--- config.mk ---
export PLATFORM = sky130hd
export DESIGN_NAME = fetch_stage
export DESIGN_NICKNAME = d
export VERILOG_FILES = /design/src/rtl/fetch_stage.sv
export SDC_FILE = /design/constraint.sdc
export NUM_CORES = 1
export LEC_CHECK = 0
export CORE_ASPECT_RATIO = 1.5
export CORE_MARGIN = 2
export CORE_UTILIZATION = 30
export CTS_CLUSTER_SIZE = 25
export DETAILED_ROUTE_END_ITERATION = 7
export GPL_ROUTABILITY_DRIVEN = 1
export SETUP_SLACK_MARGIN = 0.5
export SYNTH_ARGS = -nofsm -noshare
export SYNTH_HDL_FRONTEND = slang
export SYNTH_SLANG_ARGS = --single-unit
--- constraint.sdc ---
create_clock -name clk -period 8.7 [get_ports clk]
set_clock_uncertainty 0.1 [all_clocks]
set_input_delay 2.175 -clock clk [delete_from_list [all_inputs] [get_ports clk]]
set_output_delay 2.175 -clock clk [all_outputs]
set_load 0.02 [all_outputs]
--- src/rtl/fetch_stage.sv ---
// fetch_stage: MIPS IF stage with IF/ID register, req/ack fetch port, branch redirect and stall hold buffer
module fetch_stage #(
    parameter logic [31:0] RESET_PC = 32'h0000_0000
) (
    input  logic        clk,
    input  logic        reset,
    output logic        IMemReqF,
    output logic [31:0] IMemAddrF,
    input  logic [31:0] IMemRData,
    input  logic        IMemAck,
    input  logic        StallD,
    input  logic        PCSrcD,
    input  logic [31:0] PCBranchD,
    output logic [31:0] InstrD,
    output logic [31:0] PCPlus4D,
    output logic        ValidD,
    output logic [31:0] PCF
);
    typedef enum logic [1:0] {S_IDLE, S_REQ, S_DROP, S_HOLD} state_t;

    state_t      state_q, state_d;
    logic [31:0] pc_q, pc_d;
    logic [31:0] instr_q, instr_d;
    logic [31:0] pcp4_q, pcp4_d;
    logic        valid_q, valid_d;
    logic [31:0] buf_instr_q, buf_instr_d;
    logic [31:0] buf_pcp4_q, buf_pcp4_d;
    logic [31:0] redir_q, redir_d;
    logic        redirect, fire;
    logic [31:0] pc_plus4, target;

    assign IMemReqF  = (state_q == S_REQ) || (state_q == S_DROP);
    assign IMemAddrF = pc_q;
    assign PCF       = pc_q;
    assign InstrD    = instr_q;
    assign PCPlus4D  = pcp4_q;
    assign ValidD    = valid_q;
    assign redirect  = PCSrcD && valid_q && !StallD;
    assign fire      = IMemReqF && IMemAck;
    assign pc_plus4  = pc_q + 32'd4;
    assign target    = PCBranchD & ~32'd3;

    // state register
    always_ff @(posedge clk or posedge reset) begin
        if (reset) state_q <= S_IDLE;
        else       state_q <= state_d;
    end

    // datapath registers: PC, IF/ID, hold buffer, pending redirect target
    always_ff @(posedge clk or posedge reset) begin
        if (reset) begin
            pc_q        <= RESET_PC;
            instr_q     <= '0;
            pcp4_q      <= '0;
            valid_q     <= 1'b0;
            buf_instr_q <= '0;
            buf_pcp4_q  <= '0;
            redir_q     <= '0;
        end else begin
            pc_q        <= pc_d;
            instr_q     <= instr_d;
            pcp4_q      <= pcp4_d;
            valid_q     <= valid_d;
            buf_instr_q <= buf_instr_d;
            buf_pcp4_q  <= buf_pcp4_d;
            redir_q     <= redir_d;
        end
    end

    // next-state: a stalled delivery parks in HOLD, an unacked redirect drains in DROP
    always_comb begin
        state_d = state_q;
        case (state_q)
            S_IDLE: state_d = S_REQ;
            S_REQ:  state_d = (!fire && redirect) ? S_DROP :
                              (fire && !redirect && StallD) ? S_HOLD : S_REQ;
            S_DROP: state_d = fire ? S_REQ : S_DROP;
            S_HOLD: state_d = StallD ? S_HOLD : S_REQ;
            default: state_d = S_IDLE;
        endcase
    end

    // datapath next values; IF/ID takes a bubble whenever Decode advances without a delivery
    always_comb begin
        pc_d        = pc_q;
        instr_d     = instr_q;
        pcp4_d      = pcp4_q;
        valid_d     = StallD ? valid_q : 1'b0;
        buf_instr_d = buf_instr_q;
        buf_pcp4_d  = buf_pcp4_q;
        redir_d     = redir_q;
        case (state_q)
            S_REQ: begin
                if (fire && !redirect) begin
                    pc_d = pc_plus4;
                    if (StallD) begin
                        buf_instr_d = IMemRData;
                        buf_pcp4_d  = pc_plus4;
                    end else begin
                        instr_d = IMemRData;
                        pcp4_d  = pc_plus4;
                        valid_d = 1'b1;
                    end
                end else if (fire) begin
                    pc_d = target;
                end else if (redirect) begin
                    redir_d = target;
                end
            end
            S_DROP: pc_d = fire ? redir_q : pc_q;
            S_HOLD: begin
                if (redirect) begin
                    pc_d = target;
                end else if (!StallD) begin
                    instr_d = buf_instr_q;
                    pcp4_d  = buf_pcp4_q;
                    valid_d = 1'b1;
                end
            end
            default: ;
        endcase
    end
endmodule

==> results.py <==
metrics = {
    "final_layout": {
        "final.fill_count": 3048,
        "final_nets": 1119,
        "final_util_pct": 38.72,
        "antenna_cells": 0,
        "layout-drive-gt1-share_pct": 11.92,
        "areaGrowthSynthToFinish_pct": 27.20,
    },
    "global_route": {
        "overflow": 0,
        "grt_pass1_wl_um": 40240,
        "grt_pass1_vias": 7123,
        "antenna_found_initial": 0,
        "grt_max_degree": 125,
        "grt_usage_pct": 15.65,
    },
    "routing": {
        "drc_errors": 0,
        "via_count": 7406,
        "dr_wl_met2_um": 12440,
        "avgRoutedWirePerCell_um": 17.55,
        "wl_met3_um": 1202,
        "drtIter0Drc": 457,
        "finalWirelength_um": 25660,
        "postRouteAntennaNets": 0,
        "viasPerCell": 5.066,
        "wl_met1_um": 11260,
        "highest_layer": "met4",
        "drt-pass1-iter-count": 7,
    },
    "sta": {
        "hold-worst-slack_ns": 0.3766,
        "hold_viol_final": 0,
        "slew-limit-headroom_pct": 21.25,
        "fin_ws_ns": 4.280,
        "final.setup.tns_ns": 0,
        "setup_violations": 0,
        "rsz0062_at_grt": "no",
        "final.period_utilization_pct": 50.80,
        "tightest_slew_ns": 1.171,
        "period_needed_ns": 4.420,
        "slew_viol_final": 0,
        "fmax_ghz": 0.2263,
    },
    "die": {
        "die_w_um": 148.7,
        "dieArea_um2": 32860,
        "ios": 199,
        "initial_core_util_pct": 30.44,
        "die_h_um": 221,
        "coreArea_um2": 30940,
        "core.rowCount": 79,
    },
    "worst_setup_path": {
        "critical_path.max_stage_delay_ns": 0.85,
        "cp-startpoint": "StallD",
        "path_max_fanout": 27,
        "crit_type": "input port to flop",
        "crit_path_start_kind": "input port",
        "cp_slowest_cell": "o21a_1",
        "crit_chain": "clkdlybuf4s50_1, a21oi_1, o21a_1, nand2_1, o211ai_1",
        "end_kind": "flop",
        "crit_required_ns": 8.95,
        "r2r_start": "state_q[0]$_DFF_PP0_",
        "crit_arrival_ns": 4.67,
    },
    "cts": {
        "clock_sinks": 187,
        "cts_made_buffers": 17,
        "cts-htree-levels": 4,
        "clk_latency_ns": 0.45,
        "cts_tree": "built",
        "worst_setup_hold_path_clk_slew_ns": 0.07,
        "postCtsSetupBuffers": 0,
        "holdBufCountCts": 0,
        "cts_root_buf": "clkbuf_16",
        "cts_buffer_depth": 2,
        "cts_resized": 0,
    },
    "job": {
        "drv_cap": 0,
    },
    "place": {
        "gp_congestion": 0.7886,
        "pre_cts_ws_ns": 3.794,
        "hpwl_um": 17640,
        "portBuffers": 190,
    },
    "synth": {
        "yosysMostFrequentCell": "dfrtp_1",
        "synth_cells": 921,
        "synth_seq_cells": 187,
        "synth-edff-count": 0,
        "synthFlopType": "dfrtp_1",
        "synth_area_um2": 9418,
        "yosysTopAreaCell": "dfrtp_1",
        "yosysTopAreaCellShare_pct": 49.69,
        "yosysSeqAreaShare_pct": 49.69,
        "syn_area_per_cell_um2": 10.23,
        "synth.area.top_cells": "dfrtp_1, mux2_2, o21ai_0",
        "synth_commonest_cells": "dfrtp_1, nand2_1, o21ai_0",
        "synth.distinct_cells": 66,
        "async_flop_share_pct": 100.0,
        "yosysWarnings": 0,
    },
    "power": {
        "power_density_nw_per_um2": 397.3,
        "p_leak_nw": 4.896,
        "ir_worst_vdd_mv": 0.1609,
        "fin_total_pwr_w": 0.004759,
    },
    "hold_path": {
        "hold_start": "buf_pcp4_q[19]$_DFFE_PP0P_",
        "hold_class": "flop to flop",
    },
    "run_status": {
        "outcome": "completed",
    },
}
-- path summary, 6_finish.rpt --
| kind | to | cells past startpoint | slack [ns] |
|---|---|---|---|
| max reg2reg | IMemAddrF[22]$_DFFE_PP0P_ | 7 | 5.30 |
| min in group asynchronous | InstrD[12]$_DFFE_PP0P_ | 2 | 2.24 |
| min | buf_pcp4_q[19]$_DFFE_PP0P_ | 2 | 0.38 |
| max | PCPlus4D[20]$_DFFE_PP0P_ | 5 | 4.28 |
| max in group asynchronous | InstrD[18]$_DFFE_PP0P_ | 3 | 4.89 |
| min reg2reg | buf_pcp4_q[19]$_DFFE_PP0P_ | 2 | 0.38 |
-- per-layer routing --
| metal | up-vias | GRT usage, % |
|---|---|---|
| li1 | 3530 | - |
| met1 | 3621 | 19.86 |
| met2 | 215 | 25.87 |
| met3 | 40 | 3.113 |
| met4 | 0 | 6.605 |
| met5 | - | 0 |
-- report_power, final --
| group | total (W) | internal [W] | switching, W |
|---|---|---|---|
| Sequential | 0.00166 | 0.00130 | 0.000362 |
| Clock | 0.000783 | 0.000432 | 0.000352 |
| Combinational | 0.00232 | 0.00105 | 0.00127 |
| Total | 0.00476 | 0.00277 | 0.00199 |
-- sequential cells by signal (all words and copies together), names as in the netlist --
register / cells
buf_pcp4_q: 30
buf_instr_q: 32
state_q: 2
IMemAddrF: 30
ValidD: 1
redir_q: 30
PCPlus4D: 30
InstrD: 32
-- cells by family (layout without fill, tap and decap cells) --
family,Yosys count,after routing,share of synthesized area [%]
muxes,104,104,11.97
xor gates and xnor gates,22,22,2.046
AOI/OAI and AO/OA,219,219,14.68
and+or+nand+nor,266,266,14.27
buffers and inverters,117,248,6.643
other,1,6,0.03982
DFF,187,187,49.69
adders and majority gates,5,5,0.6643
-- cell usage in the layout (no fill, tap or decap), drive strengths merged, types with 9 or more instances in the layout --
cell and count:
nor3 21, nand3 34, inv 19, and3 13, o21ai 104, buf 11
a31oi 12, and4 9, dfrtp 187, nand2 115, clkdlybuf4s50 190, nand4 12
mux2 69, nor2 36, xnor2 19, mux2i 35, clkbuf 18, a221oi 10
a21oi 21, o211ai 12
-- worst max-delay path: cells and delay by family --
family | cells | cell delay [ns]
buffers and inverters | 1 | 0.54
AOI/OAI and AO/OA | 3 | 1.51
and+or+nand+nor | 1 | 0.44
-- area by class of cell --
| type | instances | area (um2) | share of cell area [%] |
|---|---|---|---|
| clock inverters | 13 | 142.6 | 1.191 |
| repair buffers | 201 | 1984 | 16.57 |
| clock buffers | 18 | 439.2 | 3.666 |
| well taps | 405 | 506.7 | 4.230 |
| multi-input cells | 622 | 4159 | 34.72 |
| inverters | 16 | 67.56 | 0.5640 |
| flip-flops and latches | 187 | 4679 | 39.06 |
-- through the flow --
step	std cells	cell area, um2
after global routing	1462	11980
after global placement	1431	11400
after detailed placement	1431	11400
after CTS	1462	11980
final	1462	11980
after floorplan	926	9437
Power figures use the tool's default switching activity.
